===== config.mk =====
export PLATFORM = sky130hd
export DESIGN_NAME = seven_seg_scanner_flat
export DESIGN_NICKNAME = d
export VERILOG_FILES = /design/src/rtl/seven_seg_scanner_pkg.sv /design/src/rtl/seven_seg_scanner_if.sv /design/src/rtl/seven_seg_decoder.sv /design/src/rtl/seven_seg_scanner.sv /design/src/flat_wrapper.sv
export SDC_FILE = /design/constraint.sdc
export NUM_CORES = 1
export LEC_CHECK = 0
export ABC_CLOCK_PERIOD_IN_PS = 2700
export CAP_MARGIN = 20
export CORE_ASPECT_RATIO = 0.7
export CORE_MARGIN = 3
export CORE_UTILIZATION = 57
export DETAILED_ROUTE_END_ITERATION = 16
export GPL_TIMING_DRIVEN = 0
export MAX_ROUTING_LAYER = met4
export PLACE_DENSITY_LB_ADDON = 0.15
export RECOVER_POWER = 50
export SLEW_MARGIN = 5
export SYNTH_ARGS = -nofsm -noshare
export SYNTH_HDL_FRONTEND = slang
export SYNTH_SLANG_ARGS = --single-unit

===== constraint.sdc =====
create_clock -name clk -period 2.7 [get_ports clk]
set_input_delay 0.405 -clock clk [delete_from_list [all_inputs] [get_ports clk]]
set_output_delay 0.405 -clock clk [all_outputs]
set_load 0.02 [all_outputs]

===== src/rtl/seven_seg_scanner_pkg.sv =====
// Shared constants and helpers for the seven-segment scanner.
package seven_seg_scanner_pkg;

  // Segment pattern with every segment dark (active-high form).
  localparam logic [6:0] SEG_OFF = 7'h00;

  // Hex digit to {g,f,e,d,c,b,a} in active-high form.
  localparam logic [6:0] SEG_HEX [16] = '{
    7'h3F, 7'h06, 7'h5B, 7'h4F, 7'h66, 7'h6D, 7'h7D, 7'h07,
    7'h7F, 7'h6F, 7'h77, 7'h7C, 7'h39, 7'h5E, 7'h79, 7'h71
  };

  // Width of the digit index; a single-digit display still needs one bit.
  function automatic int unsigned idx_width(input int unsigned digits);
    return (digits <= 1) ? 1 : $clog2(digits);
  endfunction

endpackage


===== src/rtl/seven_seg_scanner_if.sv =====
// Core-side bus of the scanner: display data in, pin-level drive out.
interface seven_seg_scanner_if #(
  parameter int unsigned DIGITS = 4
);
  logic [4*DIGITS-1:0] value;
  logic [DIGITS-1:0]   dp_in;
  logic                load;
  logic                enable;
  logic [6:0]          seg;
  logic                dp;
  logic [DIGITS-1:0]   an;
  logic                frame_done;

  modport master (
    output value, dp_in, load, enable,
    input  seg, dp, an, frame_done
  );

  modport slave (
    input  value, dp_in, load, enable,
    output seg, dp, an, frame_done
  );
endinterface


===== src/rtl/seven_seg_decoder.sv =====
// Combinational hex nibble to active-high segment pattern.
module seven_seg_decoder
  import seven_seg_scanner_pkg::*;
(
  input  logic [3:0] digit,
  output logic [6:0] seg_c
);

  assign seg_c = SEG_HEX[digit];

endmodule


===== src/rtl/seven_seg_scanner.sv =====
// Time-multiplexed, double-buffered multi-digit seven-segment driver.
module seven_seg_scanner
  import seven_seg_scanner_pkg::*;
#(
  parameter int unsigned DIGITS         = 4,
  parameter int unsigned REFRESH_DIV    = 50000,
  parameter int unsigned GUARD          = 16,
  parameter bit          SEG_ACTIVE_LOW = 1'b1,
  parameter bit          AN_ACTIVE_LOW  = 1'b1,
  parameter bit          BLANK_LEADING  = 1'b1
) (
  input  logic          clk,
  input  logic          rst_n,
  seven_seg_scanner_if.slave bus
);

  localparam int unsigned IDX_W = idx_width(DIGITS);
  localparam int unsigned PRE_W = $clog2(REFRESH_DIV);
  localparam int unsigned VAL_W = 4 * DIGITS;

  localparam logic [6:0]        SEG_IDLE = SEG_ACTIVE_LOW ? ~SEG_OFF : SEG_OFF;
  localparam logic              DP_IDLE  = 1'(SEG_ACTIVE_LOW);
  localparam logic [DIGITS-1:0] AN_IDLE  = AN_ACTIVE_LOW ? {DIGITS{1'b1}} : {DIGITS{1'b0}};

  logic [PRE_W-1:0]  pre_cnt;
  logic [IDX_W-1:0]  idx;
  logic [VAL_W-1:0]  disp_val;
  logic [VAL_W-1:0]  pend_val;
  logic [DIGITS-1:0] disp_dp;
  logic [DIGITS-1:0] pend_dp;
  logic              pend_valid;

  logic              tick_c;
  logic              wrap_c;
  logic              guard_c;
  logic [3:0]        nib_c;
  logic              dp_sel_c;
  logic [DIGITS-1:0] an_sel_c;
  logic              blank_c;
  logic [6:0]        seg_hex_c;
  logic [6:0]        seg_lit_c;

  logic [6:0]        seg_q;
  logic              dp_q;
  logic [DIGITS-1:0] an_q;
  logic              frame_done_q;

  assign tick_c  = bus.enable && (pre_cnt == PRE_W'(REFRESH_DIV - 1));
  assign wrap_c  = tick_c && (idx == IDX_W'(DIGITS - 1));
  assign guard_c = (pre_cnt < PRE_W'(GUARD));

  // Slot prescaler and digit index; both freeze while disabled.
  always_ff @(posedge clk or negedge rst_n) begin
    if (!rst_n) begin
      pre_cnt <= '0;
      idx     <= '0;
    end else if (bus.enable) begin
      if (tick_c) begin
        pre_cnt <= '0;
        idx     <= wrap_c ? '0 : idx + IDX_W'(1);
      end else begin
        pre_cnt <= pre_cnt + PRE_W'(1);
      end
    end
  end

  // Double buffer: loads park in pending, land in display only at frame wrap.
  always_ff @(posedge clk or negedge rst_n) begin
    if (!rst_n) begin
      disp_val   <= '0;
      disp_dp    <= '0;
      pend_val   <= '0;
      pend_dp    <= '0;
      pend_valid <= 1'b0;
    end else if (wrap_c) begin
      if (bus.load) begin
        disp_val <= bus.value;
        disp_dp  <= bus.dp_in;
      end else if (pend_valid) begin
        disp_val <= pend_val;
        disp_dp  <= pend_dp;
      end
      pend_valid <= 1'b0;
    end else if (bus.load) begin
      pend_val   <= bus.value;
      pend_dp    <= bus.dp_in;
      pend_valid <= 1'b1;
    end
  end

  // Select the current digit's nibble, dp and anode; flag leading-zero blanking.
  always_comb begin
    logic upper_zero;
    nib_c      = 4'h0;
    dp_sel_c   = 1'b0;
    an_sel_c   = '0;
    blank_c    = 1'b0;
    upper_zero = 1'b1;
    for (int i = DIGITS - 1; i >= 0; i--) begin
      upper_zero = upper_zero && (disp_val[4*i +: 4] == 4'h0);
      if (idx == IDX_W'(i)) begin
        nib_c       = disp_val[4*i +: 4];
        dp_sel_c    = disp_dp[i];
        an_sel_c[i] = 1'b1;
        blank_c     = (BLANK_LEADING != 1'b0) && (i > 0) && upper_zero;
      end
    end
  end

  seven_seg_decoder u_decoder (
    .digit (nib_c),
    .seg_c (seg_hex_c)
  );

  assign seg_lit_c = blank_c ? SEG_OFF : seg_hex_c;

  // Pin registers; polarity is applied only here.
  always_ff @(posedge clk or negedge rst_n) begin
    if (!rst_n) begin
      seg_q        <= SEG_IDLE;
      dp_q         <= DP_IDLE;
      an_q         <= AN_IDLE;
      frame_done_q <= 1'b0;
    end else if (!bus.enable) begin
      seg_q        <= SEG_IDLE;
      dp_q         <= DP_IDLE;
      an_q         <= AN_IDLE;
      frame_done_q <= 1'b0;
    end else begin
      seg_q        <= SEG_ACTIVE_LOW ? ~seg_lit_c : seg_lit_c;
      dp_q         <= dp_sel_c ^ DP_IDLE;
      an_q         <= guard_c ? AN_IDLE : (an_sel_c ^ AN_IDLE);
      frame_done_q <= wrap_c;
    end
  end

  assign bus.seg        = seg_q;
  assign bus.dp         = dp_q;
  assign bus.an         = an_q;
  assign bus.frame_done = frame_done_q;

endmodule


===== src/flat_wrapper.sv =====
// flat-port wrapper written by rule: the top's interface ports become plain ports
module seven_seg_scanner_flat import seven_seg_scanner_pkg::*;
#(
  parameter int unsigned DIGITS         = 4,
  parameter int unsigned REFRESH_DIV    = 50000,
  parameter int unsigned GUARD          = 16,
  parameter bit          SEG_ACTIVE_LOW = 1'b1,
  parameter bit          AN_ACTIVE_LOW  = 1'b1,
  parameter bit          BLANK_LEADING  = 1'b1
)
  (clk, rst_n, bus_value, bus_dp_in, bus_load, bus_enable, bus_seg, bus_dp, bus_an, bus_frame_done);
  seven_seg_scanner_if #(.DIGITS(DIGITS)) bus_i ();
  input  logic clk;
  input  logic rst_n;
  input wire logic [$bits(bus_i.value)-1:0] bus_value;
  input wire logic [$bits(bus_i.dp_in)-1:0] bus_dp_in;
  input wire logic [$bits(bus_i.load)-1:0] bus_load;
  input wire logic [$bits(bus_i.enable)-1:0] bus_enable;
  output wire logic [$bits(bus_i.seg)-1:0] bus_seg;
  output wire logic [$bits(bus_i.dp)-1:0] bus_dp;
  output wire logic [$bits(bus_i.an)-1:0] bus_an;
  output wire logic [$bits(bus_i.frame_done)-1:0] bus_frame_done;
  assign bus_i.value = bus_value;
  assign bus_i.dp_in = bus_dp_in;
  assign bus_i.load = bus_load;
  assign bus_i.enable = bus_enable;
  assign bus_seg = bus_i.seg;
  assign bus_dp = bus_i.dp;
  assign bus_an = bus_i.an;
  assign bus_frame_done = bus_i.frame_done;
  seven_seg_scanner #(.DIGITS(DIGITS), .REFRESH_DIV(REFRESH_DIV), .GUARD(GUARD), .SEG_ACTIVE_LOW(SEG_ACTIVE_LOW), .AN_ACTIVE_LOW(AN_ACTIVE_LOW), .BLANK_LEADING(BLANK_LEADING)) u_core (.clk(clk), .rst_n(rst_n), .bus(bus_i));
endmodule

* Yosys cells after proc, flatten, opt, wreduce, memory -nomap -nowiden
Memories as Yosys holds them, arrays and structs flattened.
Index checks and enable logic that the tools add are counted.
Widths: inputs -> output; s select.
** Storage, ports and cells
- Bits in read-only memories :: 112
- Flip-flop bits (word level) :: 72
- Logic and storage cells :: 70
- Memories kept :: 1
- Output and inout port bits :: 13
** Cells by class
- Muxes and demuxes :: 32
- $add $sub $neg :: 2
- Bitwise operators :: 5
- Magnitude comparators :: 2
- Reductions and logical operators :: 13
- Eq/ne operators :: 4
** Memories
- (name not given) :: depth 16, width 7, rd ports 1, clocked after memory_dff 0, wr ports 0, line seven_seg_decoder.sv:9 : assign seg_c = SEG_HEX[digit];
** Operators with widths (count)
- $mux 16 :: 3
- $mux 4 :: 8
- $mux 7 :: 4
- $add 16x1->16 const B :: 1
- $eq 16x16->1 const B :: 1
- $lt 16x5->1 const B :: 1
- $mux 1 :: 16
- $logic_not 4->1 :: 3
- $not 7->7 :: 1
- $reduce_and 2->1 :: 3
- $ge 5x5->1 const B :: 1
- $not 4->5 :: 1
- $eq 2x2->1 const B :: 2
- $logic_and 1x1->1 :: 4
- $not 4->4 :: 1
- $reduce_bool 2->1 :: 2
- $add 2x1->2 const B :: 1
- $eq 2x1->1 const B :: 1
- $logic_not 2->1 :: 1
- $mux 2 :: 1
- $not 1->1 :: 2

* Depth between registers and ports, before layout
Gate-level depths: netlist (run 1).
- Depth after elaboration :: 12
- Mapped depth :: 11
- Depth with buffers taken out :: 10

* By module
A second synthesis (run 1) with hierarchy kept.
** Second synthesis, totals
- Cell total of the unflattened synthesis :: 354
- Area, all modules :: 3842.4 um^2
** Modules (own cells, without submodules)
- seven_seg_scanner :: cells each 321, times used 1, area an instance 3554.7 um^2
- seven_seg_decoder :: cells each 33, times used 1, area an instance 287.8 um^2

* Least setup slack after synthesis (run 1)
No wires, ideal clock.
- Path type :: flip-flop to flip-flop
- From :: reg u_core.idx[0]
- To :: reg u_core.seg_q[3] (netlist: u_core.bus.seg[3])
- Library setup time :: 79 ps
- Cell stages (with the launch flop) :: 12
- Setup slack :: 404 ps
- Buffers on the path :: 1
- Data required time :: 2621 ps
- Arrival :: 2217 ps
- Period minus slack after synthesis :: 2296 ps
- Cell sequence :: dfrtp_1 inv_1 ha_1 buf_2 and2b_1 a22oi_1 a21oi_1 inv_1 ha_1 nand2_1 and3_1 o21ai_0
** On the way
- Cells in the longest elaborated chain, start to end :: 12
- Elaborated cells on any way between the ends :: 19
** Ends and longest elaborated chain
- from (decl) :: line seven_seg_scanner.sv:26 : logic [IDX_W-1:0] idx;
- from (signal assigned) :: line seven_seg_scanner.sv:60 : idx <= wrap_c ? '0 : idx + IDX_W'(1);
- $eq 2x2->1 :: line seven_seg_scanner.sv:101 : if (idx == IDX_W'(i)) begin
- $mux 4 (4 in series) :: line seven_seg_scanner.sv:101
- $not 4->5 (not written as such) :: line seven_seg_decoder.sv:9
- $mem_v2 16x7
- $mux 7 (not written as such) (2 in series) :: line seven_seg_decoder.sv:9
- $mux 7 (*) :: line seven_seg_scanner.sv:115 : assign seg_lit_c = blank_c ? SEG_OFF : seg_hex_c;
- $not 7->7 (*) :: line seven_seg_scanner.sv:130 : seg_q <= SEG_ACTIVE_LOW ? ~seg_lit_c : seg_lit_c;
- $mux 7 (*) :: line seven_seg_scanner.sv:124 : end else if (!bus.enable) begin
- to (signal assigned) :: line seven_seg_scanner.sv:130
- to (decl) :: line seven_seg_scanner.sv:43 : logic [6:0] seg_q;
Mark *: on every way between the ends. The rest lies on a longest branch, timed or not. The select of a mux whose other input is x is not followed.
A chain may end at the register's enable or synchronous reset.

* Worst setup path in the final report (run 1)
Ends and elaborated chain as after synthesis.

==> results of run 1 <==
## per-stage QoR
stage                 util  instances  hold slack (ns)
floorplan                -        294           0.1094
global placement    0.6849        404           0.4655
detailed placement  0.6879        405           0.3805
CTS                 0.7311        421         0.004133
global route        0.7341        423           0.3037
finish              0.7341        423           0.3025
## final timing paths
path,slack (ns),end,cells after the start,start
setup / recovery,0.18,u_core.bus.seg[3],11,u_core.idx[0]
hold / removal,0.30,u_core.bus.dp,2,bus_enable
setup reg to reg,0.18,u_core.bus.seg[3],11,u_core.idx[0]
hold reg to reg,0.49,u_core.pend_valid,2,u_core.pend_valid
max in group asynchronous,1.08,u_core.pend_val[1],1,rst_n
min in group asynchronous,0.56,u_core.pre_cnt[5],1,rst_n
## cells in the mapped netlist, drive strengths merged, types with 2 or more instances
cell    instances  share of area
dfrtp          60           0.41
mux2           58           0.20
nand2          24          0.025
nor2           17          0.018
dfstp          12          0.087
ha             11          0.038
buf             9          0.018
nor3            9          0.017
xor2            9          0.022
inv             8         0.0083
mux2i           7          0.019
and3            6          0.010
o21ai           5         0.0069
o221ai          5          0.012
a21oi           4         0.0065
clkbuf          3         0.0034
nand3           3         0.0041
nand4           3         0.0052
nor2b           3         0.0052
o22ai           3         0.0052
xnor2           3         0.0072
a211o           2         0.0048
a211oi          2         0.0055
nand2b          2         0.0034
nand3b          2         0.0052
o31a            2         0.0048
o31ai           2         0.0041
or2             2         0.0034
or3             2         0.0034
or4             2         0.0041
## report_power, final
| part | internal [mW] | switching [mW] | total [mW] | leakage [nW] |
|---|---|---|---|---|
| Combinational | 0.125 | 0.105 | 0.230 | 0.993 |
| Sequential | 1.15 | 0.0607 | 1.21 | 0.882 |
| Clock | 0.662 | 0.391 | 1.05 | 0.126 |
| Total | 1.93 | 0.556 | 2.49 | 2.00 |
## routing by layer
metal  track usage  vias to the layer above
met5             -                        -
li1              -                     1151
met1        0.2863                     1145
met3       0.06495                        9
met2        0.3196                       49
met4       0.07670                        0
## final cells by class
class                           count  area share
Sequential cell                    72      0.4155
Multi-Input combinational cell    202      0.3931
Timing Repair Buffer               38     0.08670
Clock buffer                       11     0.03462
Clock inverter                      5     0.02346
Tap cell                           75     0.02146
Buffer                             12     0.01831
Inverter                            8    0.006867
## flip-flops by register name, summed over array words and instances (netlist names)
| signal | flops |
|---|---|
| u_core.disp_dp | 4 |
| u_core.pend_valid | 1 |
| u_core.idx | 2 |
| u_core.pend_dp | 4 |
| u_core.bus.an | 4 |
| u_core.bus.seg | 7 |
| u_core.bus.dp | 1 |
| u_core.disp_val | 16 |
| u_core.bus.frame_done | 1 |
| u_core.pend_val | 16 |
| u_core.pre_cnt | 16 |
## what timing repair did
item                       in CTS  in global routing
pin swaps                       0                  1
buffers inserted                0                  2
gates resized for setup         1                  4
hold endpoints to repair        0                  0
setup endpoints to repair       1                  4
gates cloned                    0                  0
## worst max-delay path, delay by kind of cell, from the launching register on
kind                     cells  cell delay (ns)
buffers and inverters        3             0.44
flip-flops                   1             0.42
adder cells (fa/ha/maj)      2             0.54
AND/OR/NAND/NOR              3             0.53
AO/OA/AOI/OAI                3             0.51
## cell families after synthesis
| kind of cell | Yosys count | share of synthesized area |
|---|---|---|
| flip-flops | 72 | 0.4997 |
| AO/OA/AOI/OAI | 34 | 0.07124 |
| multiplexers | 65 | 0.2185 |
| buffers and inverters | 20 | 0.02959 |
| AND/OR/NAND/NOR | 80 | 0.1142 |
| XOR/XNOR | 12 | 0.02891 |
| adder cells (fa/ha/maj) | 11 | 0.03785 |
==> impl_metrics.csv, run 1 <==
group,metric,value,unit
synthesis,synth_cell_types,54,
status,violations,"max-capacitance violations, max-slew violations",
detailed_routing,drt-initial-drc-count,113,
layout,stdcell_area,0.004373,mm2
worst_setup_path,cp-end-kind,"flop",
synthesis,postSynthCellCount,294,
synthesis,ys.flop_type,"dfrtp_1",
worst_setup_path,crit_type,"reg -> reg",
die,io_pins,37,
detailed_routing,firstDrtPassIters,4,
synthesis,synthesis.nets,329,
timing,final_max_slew_viol_count,34,
timing,finalWorstPathRequiredPeriod,2.516,ns
synthesis,syn_area,0.003636,mm2
layout,fillers,437,
die,design.die.area,0.007388,mm2
place,hpwl,4.941,mm
worst_setup_path,cp_cell_sequence,"inv_1 > ha_1 > clkbuf_4 > and2b_1 > a22oi_1 > a21oi_2 > inv_1 > ha_1 > nand2_1 > and3_1 > o21ai_1",
clock_tree,clock_sinks,72,
clock_tree,cts_buffer_depth,2,
layout,mostFrequentLayoutCell,"dfrtp_1",
detailed_routing,wl_met3,322,um
global_route,first_global_vias,2393,
place,pre_cts_ws,0.001677,ns
worst_setup_path,startpoint_type,"flop",
clock_tree,cts-hold-fix-buffers,0,
timing,clock_skew,0.005052,ns
clock_tree,cts_buffers,9,
timing,worstMarginPinSlew,1.848,ns
global_route,grt_pass1_wl,11.79,mm
pwr,p_leak,2.001,nW
die,die_w,101.5,um
synthesis,ys_warn_count,0,
layout,regArea,0.001817,mm2
place,placed_area,0.004098,mm2
clock_tree,clk_pin_slew_worst_paths,0.07,ns
detailed_routing,dr_wl_met2,3.157,mm
detailed_routing,wirelength,6.903,mm
pwr,p_total,2.489,mW
layout,drive_above_1_share,0.3190,
status,status,"finished, violations left",
timing,slew_headroom,-0.2319,
detailed_routing,highest_layer,"met4",
timing,hold_viol_final,0,
detailed_routing,drc,0,
worst_setup_path,max_stage_delay,0.42,ns
clock_tree,htreeDepth,3,
die,core,0.005957,mm2
layout,antenna_cells,0,
layout,fin_nets,378,
timing,period_share,0.9320,
layout,syn2layout_area_growth,20.27,%
timing,setup_tns,0,ns
synthesis,synth_edf_count,0,
clock_tree,insertion_delay,0.34,ns
die,die_y,72.82,um
clock_tree,cts_tree,"built",
run,cap_violations,1,
worst_setup_path,critPathMaxFanout,9,
timing,fmaxAchievable,397.4,MHz
timing,setup_ws,0.1836,ns
pwr,ir_drop,0.0003071,V
synthesis,async_reset_ff_frac,1.000,
timing,finalSetupViolCount,0,
detailed_routing,wl_met1,3.338,mm
detailed_routing,num_vias,2354,
detailed_routing,wl_per_cell,16.32,um
worst_setup_path,cp.arrival,2.79,ns
min_path,hold_path_class,"in -> reg",
global_route,grtUsageTotal,0.2167,
global_route,antenna_found_initial,0,
detailed_routing,via_per_inst,5.565,
detailed_routing,postRouteAntennaNets,0,
global_route,grt_max_degree,40,
global_route,grt-ovfl-total,0,
worst_setup_path,crit_required,2.97,ns
worst_setup_path,crit_path_top_delay_cell,"dfrtp_1",
synthesis,syn_avg_cell_area,12.37,um2
pwr,power_density,569.2,mW/mm2
synthesis,yosysSeqAreaShare,0.4997,
place,gp_congestion,0.9109,
synthesis,synth_seq_cells,72,
layout,final_cell_mix,"dfrtp_1, mux2_2, clkdlybuf4s50_1",
layout,multiInputGateArea,0.001719,mm2
place,io_buffers,35,
clock_tree,cts_root_buf,"clkbuf_8",
die,start_util,0.6104,
die,rows,23,
Power figures use the tool's default switching activity.
==> run 2: changes to the inputs <==
--- a/config.mk
+++ b/config.mk
@@ -8,12 +8,11 @@
 export ABC_CLOCK_PERIOD_IN_PS = 2700
 export CAP_MARGIN = 20
 export CORE_ASPECT_RATIO = 0.7
-export CORE_MARGIN = 3
 export CORE_UTILIZATION = 57
 export DETAILED_ROUTE_END_ITERATION = 16
 export GPL_TIMING_DRIVEN = 0
 export MAX_ROUTING_LAYER = met4
-export PLACE_DENSITY_LB_ADDON = 0.15
+export PLACE_DENSITY_LB_ADDON = 0.2
 export RECOVER_POWER = 50
 export SLEW_MARGIN = 5
 export SYNTH_ARGS = -nofsm -noshare
==> run 2 against run 1 <==
Compared with the run above:
- the run still ends with max-capacitance violations, max-slew violations left
- sequential power barely moved
- via count grew 0.47%
- hold slack better by 0.0028 ns
- count of clock-buffer cells in the layout increased by 3
- highest routed layer unchanged
==> impl_metrics.csv, run 2 (synthesis results as in run 1) <==
group,metric,value,unit
layout,regArea,0.001817,mm2
die,rows,23,
run,cap_violations,1,
layout,syn2layout_area_growth,17.34,%
place,placed_area,0.004098,mm2
min_path,holdPathEnd,"u_core.bus.dp",
die,design.die.area,0.006707,mm2
worst_setup_path,critPathMaxFanout,9,
clock_tree,cts-hold-fix-buffers,0,
worst_setup_path,crit_type,"reg -> reg",
detailed_routing,firstDrtPassIters,4,
detailed_routing,num_vias,2365,
timing,setup_ws,0.1022,ns
clock_tree,cts_buffers,9,
place,io_buffers,35,
timing,period_share,0.9621,
die,io_pins,37,
global_route,grt_pass1_wl,11.21,mm
place,hpwl,4.796,mm
die,start_util,0.6133,
detailed_routing,wl_per_cell,16.05,um
timing,setup_tns,0,ns
global_route,grt-ovfl-total,0,
place,gp_congestion,0.7877,
layout,final_cell_mix,"dfrtp_1, mux2_2, clkdlybuf4s50_1",
timing,fmaxAchievable,384.9,MHz
detailed_routing,drc,0,
layout,mostFrequentLayoutCell,"dfrtp_1",
worst_setup_path,r2r_start,"u_core.idx[0]",
timing,final_max_slew_viol_count,35,
clock_tree,htreeDepth,3,
layout,fin_util,0.7197,
layout,antenna_cells,0,
pwr,p_leak,1.949,nW
worst_setup_path,r2r_setup_slack,0.10,ns
clock_tree,cts_tree,"built",
timing,finalWorstPathRequiredPeriod,2.598,ns
clock_tree,clock_sinks,72,
clock_tree,cts_buffer_depth,2,
clock_tree,clk_pin_slew_worst_paths,0.07,ns
layout,fin_nets,376,
timing,worstMarginPinSlew,1.902,ns
timing,hold_viol_final,0,
pwr,ir_drop,0.0003663,V
place,placedCellCount,405,
timing,slew_headroom,-0.2677,
worst_setup_path,cp.arrival,2.86,ns
global_route,antenna_found_initial,0,
worst_setup_path,rr_worst_depth,11,
die,die_y,68.82,um
detailed_routing,wirelength,6.758,mm
layout,stdcell_area,0.004267,mm2
die,die_w,97.46,um
clock_tree,cts_root_buf,"clkbuf_8",
global_route,grt_max_degree,39,
worst_setup_path,cp-end-kind,"flop",
min_path,min_from,"bus_enable",
layout,fillers,447,
min_path,hold_path_class,"in -> reg",
worst_setup_path,crit_required,2.96,ns
status,status,"finished, violations left",
worst_setup_path,startpoint_type,"flop",
min_path,min_path_cells,2,
status,violations,"max-capacitance violations, max-slew violations",
clock_tree,insertion_delay,0.34,ns
layout,multiInputGateArea,0.001719,mm2
timing,grt_setup_unrepaired,"yes",
timing,finalSetupViolCount,0,
detailed_routing,drt-initial-drc-count,120,
detailed_routing,via_per_inst,5.618,
pwr,power_density,506.5,mW/mm2
global_route,grtUsageTotal,0.2284,
die,core,0.005928,mm2
detailed_routing,postRouteAntennaNets,0,
layout,layout.cells.non_filler,421,
global_route,first_global_vias,2292,
timing,clock_skew,0.008461,ns
clock_tree,cts_setup_buffers,0,
layout,top_regs,"u_core.disp_val x16, u_core.pend_val x16, u_core.pre_cnt x16",
place,pre_cts_ws,0.01299,ns
worst_setup_path,reg2reg_to,"u_core.bus.seg[3]",
layout,drive_above_1_share,0.3035,
## run 2: cell types whose count changed in the layout (fill, tap and decap cells not counted), sizes merged
cell	before	now
bufinv	3	0
clkbuf	16	19
buf	11	9
clkinv	1	2
clkinvlp	1	0
## run 2: area by class of cell
type	instances	area share
sequential	72	0.4258
multi-input combinational	202	0.4029
timing repair buffer	36	0.08534
clock buffer	14	0.03578
tap	75	0.02199
buffer	12	0.01877
inverter	8	0.007038
clock inverter	2	0.002346
## run 2: repair_timing
| item | CTS | global route |
|---|---|---|
| endpoints found under the setup margin | 1 | 3 |
| endpoints found under the hold margin | 0 | 0 |
| gates cloned | 0 | 0 |
| pin swaps | 0 | 2 |
| gates resized for setup | 1 | 3 |
## run 2: metal layers
metal	GRT usage	wire length, um	up-vias
li1	-	-	1147
met1	0.2965	3263	1157
met2	0.3488	3122	55
met3	0.07056	317	6
met4	0.07169	55	0
met5	-	0	-
## run 2: how the worst max path moves through the flow
| stage | to | cells past startpoint | from | slack (ns) |
|---|---|---|---|---|
| 3_5_place_dp | u_core.bus.seg[3] | 11 | u_core.idx[0] | 0.01 |
| 4_1_cts | u_core.bus.seg[0] | 10 | u_core.idx[0] | 0.09 |
| 3_3_place_gp | u_core.pend_val[1] | 1 | rst_n | -1.13 |
| 2_1_floorplan | u_core.bus.seg[3] | 11 | u_core.idx[0] | 0.40 |
| 6_report | u_core.bus.seg[3] | 11 | u_core.idx[0] | 0.10 |
| 5_1_grt | u_core.bus.seg[0] | 10 | u_core.idx[0] | -0.04 |
## run 2: report_power, final
part,leakage (nW),total (mW),switching (mW),internal [mW]
sequential,0.882,1.21,0.0601,1.15
clock,0.0844,0.724,0.367,0.357
combinational,0.982,0.230,0.105,0.125
total,1.95,2.16,0.532,1.63
## run 2: metrics by stage
step,power (mW),hold WS [ns]
CTS,2.185,0.01281
detailed placement,1.458,0.3848
floorplan,1.357,0.1094
finish,2.161,0.3053
global placement,1.443,0.4619
global route,2.260,0.3015
## run 2: critical path: stages (launching register included)
cell,delay [ns]
dfrtp_1,0.40
inv_1,0.10
ha_1,0.19
clkbuf_4,0.17
and2b_1,0.29
a22oi_1,0.11
a21oi_2,0.33
inv_1,0.17
ha_1,0.33
nand2_1,0.05
and3_1,0.21
o21ai_0,0.16
==> run 3: changes to the inputs <==
--- a/config.mk
+++ b/config.mk
@@ -12,7 +12,7 @@
 export DETAILED_ROUTE_END_ITERATION = 16
 export GPL_TIMING_DRIVEN = 0
 export MAX_ROUTING_LAYER = met4
-export PLACE_DENSITY_LB_ADDON = 0.2
+export PLACE_DENSITY = 0.8
 export RECOVER_POWER = 50
 export SLEW_MARGIN = 5
 export SYNTH_ARGS = -nofsm -noshare
==> run 3 against run 2 <==
Compared with the run above:
- the run now ends clean
- cell count up 0.71%
- first-iteration DRC count up 8.3%
- critical path type unchanged
- clock skew up 0.0016 ns
- register-to-register slack about the same
- critical path depth down 1
- fmax up 0.41%
- largest cell class unchanged
- sequential power about the same
- sequential cell count unchanged
- critical endpoint unchanged
==> impl_metrics.csv, run 3 (synthesis results as in run 1) <==
group,metric,value,unit
clock_tree,clock_sinks,72,
timing,final_max_slew_viol_count,0,
worst_setup_path,reg2reg_to,"u_core.bus.seg[3]",
die,die_w,97.46,um
timing,setup_ws,0.1129,ns
clock_tree,htreeDepth,3,
global_route,grt_pass1_wl,11.92,mm
die,rows,23,
layout,antenna_cells,0,
clock_tree,cts_buffer_depth,2,
die,start_util,0.6133,
timing,clock_skew,0.01002,ns
global_route,grt-ovfl-total,0,
die,design.die.area,0.006707,mm2
timing,finalSetupViolCount,0,
worst_setup_path,crit_type,"reg -> reg",
place,pre_cts_ws,0.04037,ns
global_route,first_global_vias,2386,
pwr,p_sw,0.5819,mW
worst_setup_path,startpoint_type,"flop",
worst_setup_path,crit_required,2.97,ns
clock_tree,clk_pin_slew_worst_paths,0.07,ns
layout,final_cell_mix,"dfrtp_1, mux2_2, clkdlybuf4s50_1",
timing,fin_hold_ws,0.2981,ns
min_path,min_from,"bus_enable",
worst_setup_path,rr_worst_depth,10,
timing,fmaxAchievable,386.5,MHz
die,core,0.005928,mm2
detailed_routing,postRouteAntennaNets,0,
detailed_routing,drt-initial-drc-count,130,
timing,hold_viol_final,0,
layout,mostFrequentLayoutCell,"dfrtp_1",
min_path,min_path_cells,2,
status,status,"finished clean",
detailed_routing,num_vias,2414,
layout,syn2layout_area_growth,19.03,%
die,die_y,68.82,um
clock_tree,insertion_delay,0.35,ns
clock_tree,cts_tree,"built",
pwr,seqPwrFrac,0.523,
worst_setup_path,r2r_start,"u_core.idx[0]",
clock_tree,cts_root_buf,"clkbuf_8",
timing,grt_setup_unrepaired,"yes",
pwr,power_density,532.7,mW/mm2
detailed_routing,drc,0,
min_path,holdPathEnd,"u_core.bus.dp",
timing,slew_headroom,0.1417,
pwr,ir_drop,0.0003884,V
layout,fin_nets,379,
pwr,p_leak,1.976,nW
clock_tree,cts_buffers,9,
place,placed_area,0.004105,mm2
worst_setup_path,critPathMaxFanout,9,
timing,finalWorstPathRequiredPeriod,2.587,ns
place,hpwl,4.958,mm
worst_setup_path,cp.arrival,2.85,ns
place,gp_congestion,0.8029,
worst_setup_path,cp-end-kind,"flop",
global_route,grt_max_degree,49,
detailed_routing,firstDrtPassIters,6,
timing,worstMarginPinSlew,1.287,ns
timing,setup_tns,0,ns
detailed_routing,wl_per_cell,16.88,um
pwr,pwr-share-clk,0.376,
layout,drive_above_1_share,0.3181,
timing,period_share,0.9582,
place,io_buffers,35,
layout,stdcell_area,0.004328,mm2
pwr,swShare,0.2524,
global_route,antenna_found_initial,0,
pwr,pwr-share-comb,0.101,
run,cap_violations,0,
min_path,hold_path_class,"in -> reg",
global_route,grtUsageTotal,0.2448,
detailed_routing,wirelength,7.156,mm
worst_setup_path,r2r_setup_slack,0.11,ns
detailed_routing,via_per_inst,5.693,
pwr,p_int,1.724,mW
die,io_pins,37,
layout,top_regs,"u_core.disp_val x16, u_core.pend_val x16, u_core.pre_cnt x16",
run 3: what timing repair did:
item                                    4_1_cts  5_1_grt
pin swaps                                     0        2
resized for setup                             1        3
endpoints found under the hold margin        15        0
endpoints found under the setup margin        1        3
hold buffers                                  1        0
setup buffers                                 0        2
run 3: critical path: stages, from the launching register on:
cell and delay [ns]:
dfrtp_1 0.42, inv_1 0.13, ha_1 0.15, buf_2 0.19, and2b_1 0.25, a221o_1 0.33
a22o_1 0.28, ha_1 0.34, nand2_1 0.06, and3_1 0.21, o21ai_0 0.15
run 3: area by class of cell:
| class | count | area [um2] |
|---|---|---|
| sequential | 72 | 1817 |
| tap | 75 | 93.84 |
| multi-input combinational | 202 | 1728 |
| buffer | 12 | 77.57 |
| clock buffer | 10 | 137.6 |
| inverter | 8 | 30.03 |
| clock inverter | 6 | 67.56 |
| timing repair buffer | 39 | 376.6 |
| fill | 412 | 1600 |
run 3: how the worst max path moves through the flow:
stage / to / slack (ns) / cells after the start / from
after detailed placement: u_core.bus.seg[3] / 0.04 / 11 / u_core.idx[0]
after floorplan: u_core.bus.seg[3] / 0.40 / 11 / u_core.idx[0]
after global placement: u_core.pend_val[1] / -1.14 / 1 / rst_n
after global routing: u_core.bus.seg[3] / -0.001 / 10 / u_core.idx[0]
final: u_core.bus.seg[3] / 0.11 / 10 / u_core.idx[0]
after CTS: u_core.bus.seg[0] / 0.06 / 10 / u_core.idx[0]
run 3: routing by layer:
metal | vias to the layer above | global-route usage | wire, um
li1 | 1152 | - | -
met1 | 1193 | 0.3104 | 3308
met2 | 58 | 0.4003 | 3454
met3 | 11 | 0.06048 | 329
met4 | 0 | 0.06985 | 63
met5 | - | - | 0
run 3: power groups by stage:
| stage | Clock, mW | Sequential [mW] | Combinational (mW) |
|---|---|---|---|
| 2_1_floorplan | 0 | 1.21 | 0.147 |
| 3_3_place_gp | 0 | 1.22 | 0.222 |
| 3_5_place_dp | 0 | 1.22 | 0.237 |
| 4_1_cts | 0.882 | 1.21 | 0.242 |
| 5_1_grt | 0.924 | 1.21 | 0.259 |
| 6_report | 0.867 | 1.21 | 0.233 |
run 3: through the flow:
stage / util / cells / power [mW]
floorplan: - / 294 / 1.357
global placement: 0.6883 / 404 / 1.441
detailed placement: 0.6925 / 405 / 1.462
CTS: 0.7294 / 422 / 2.329
global route: 0.7301 / 424 / 2.398
finish: 0.7301 / 424 / 2.305
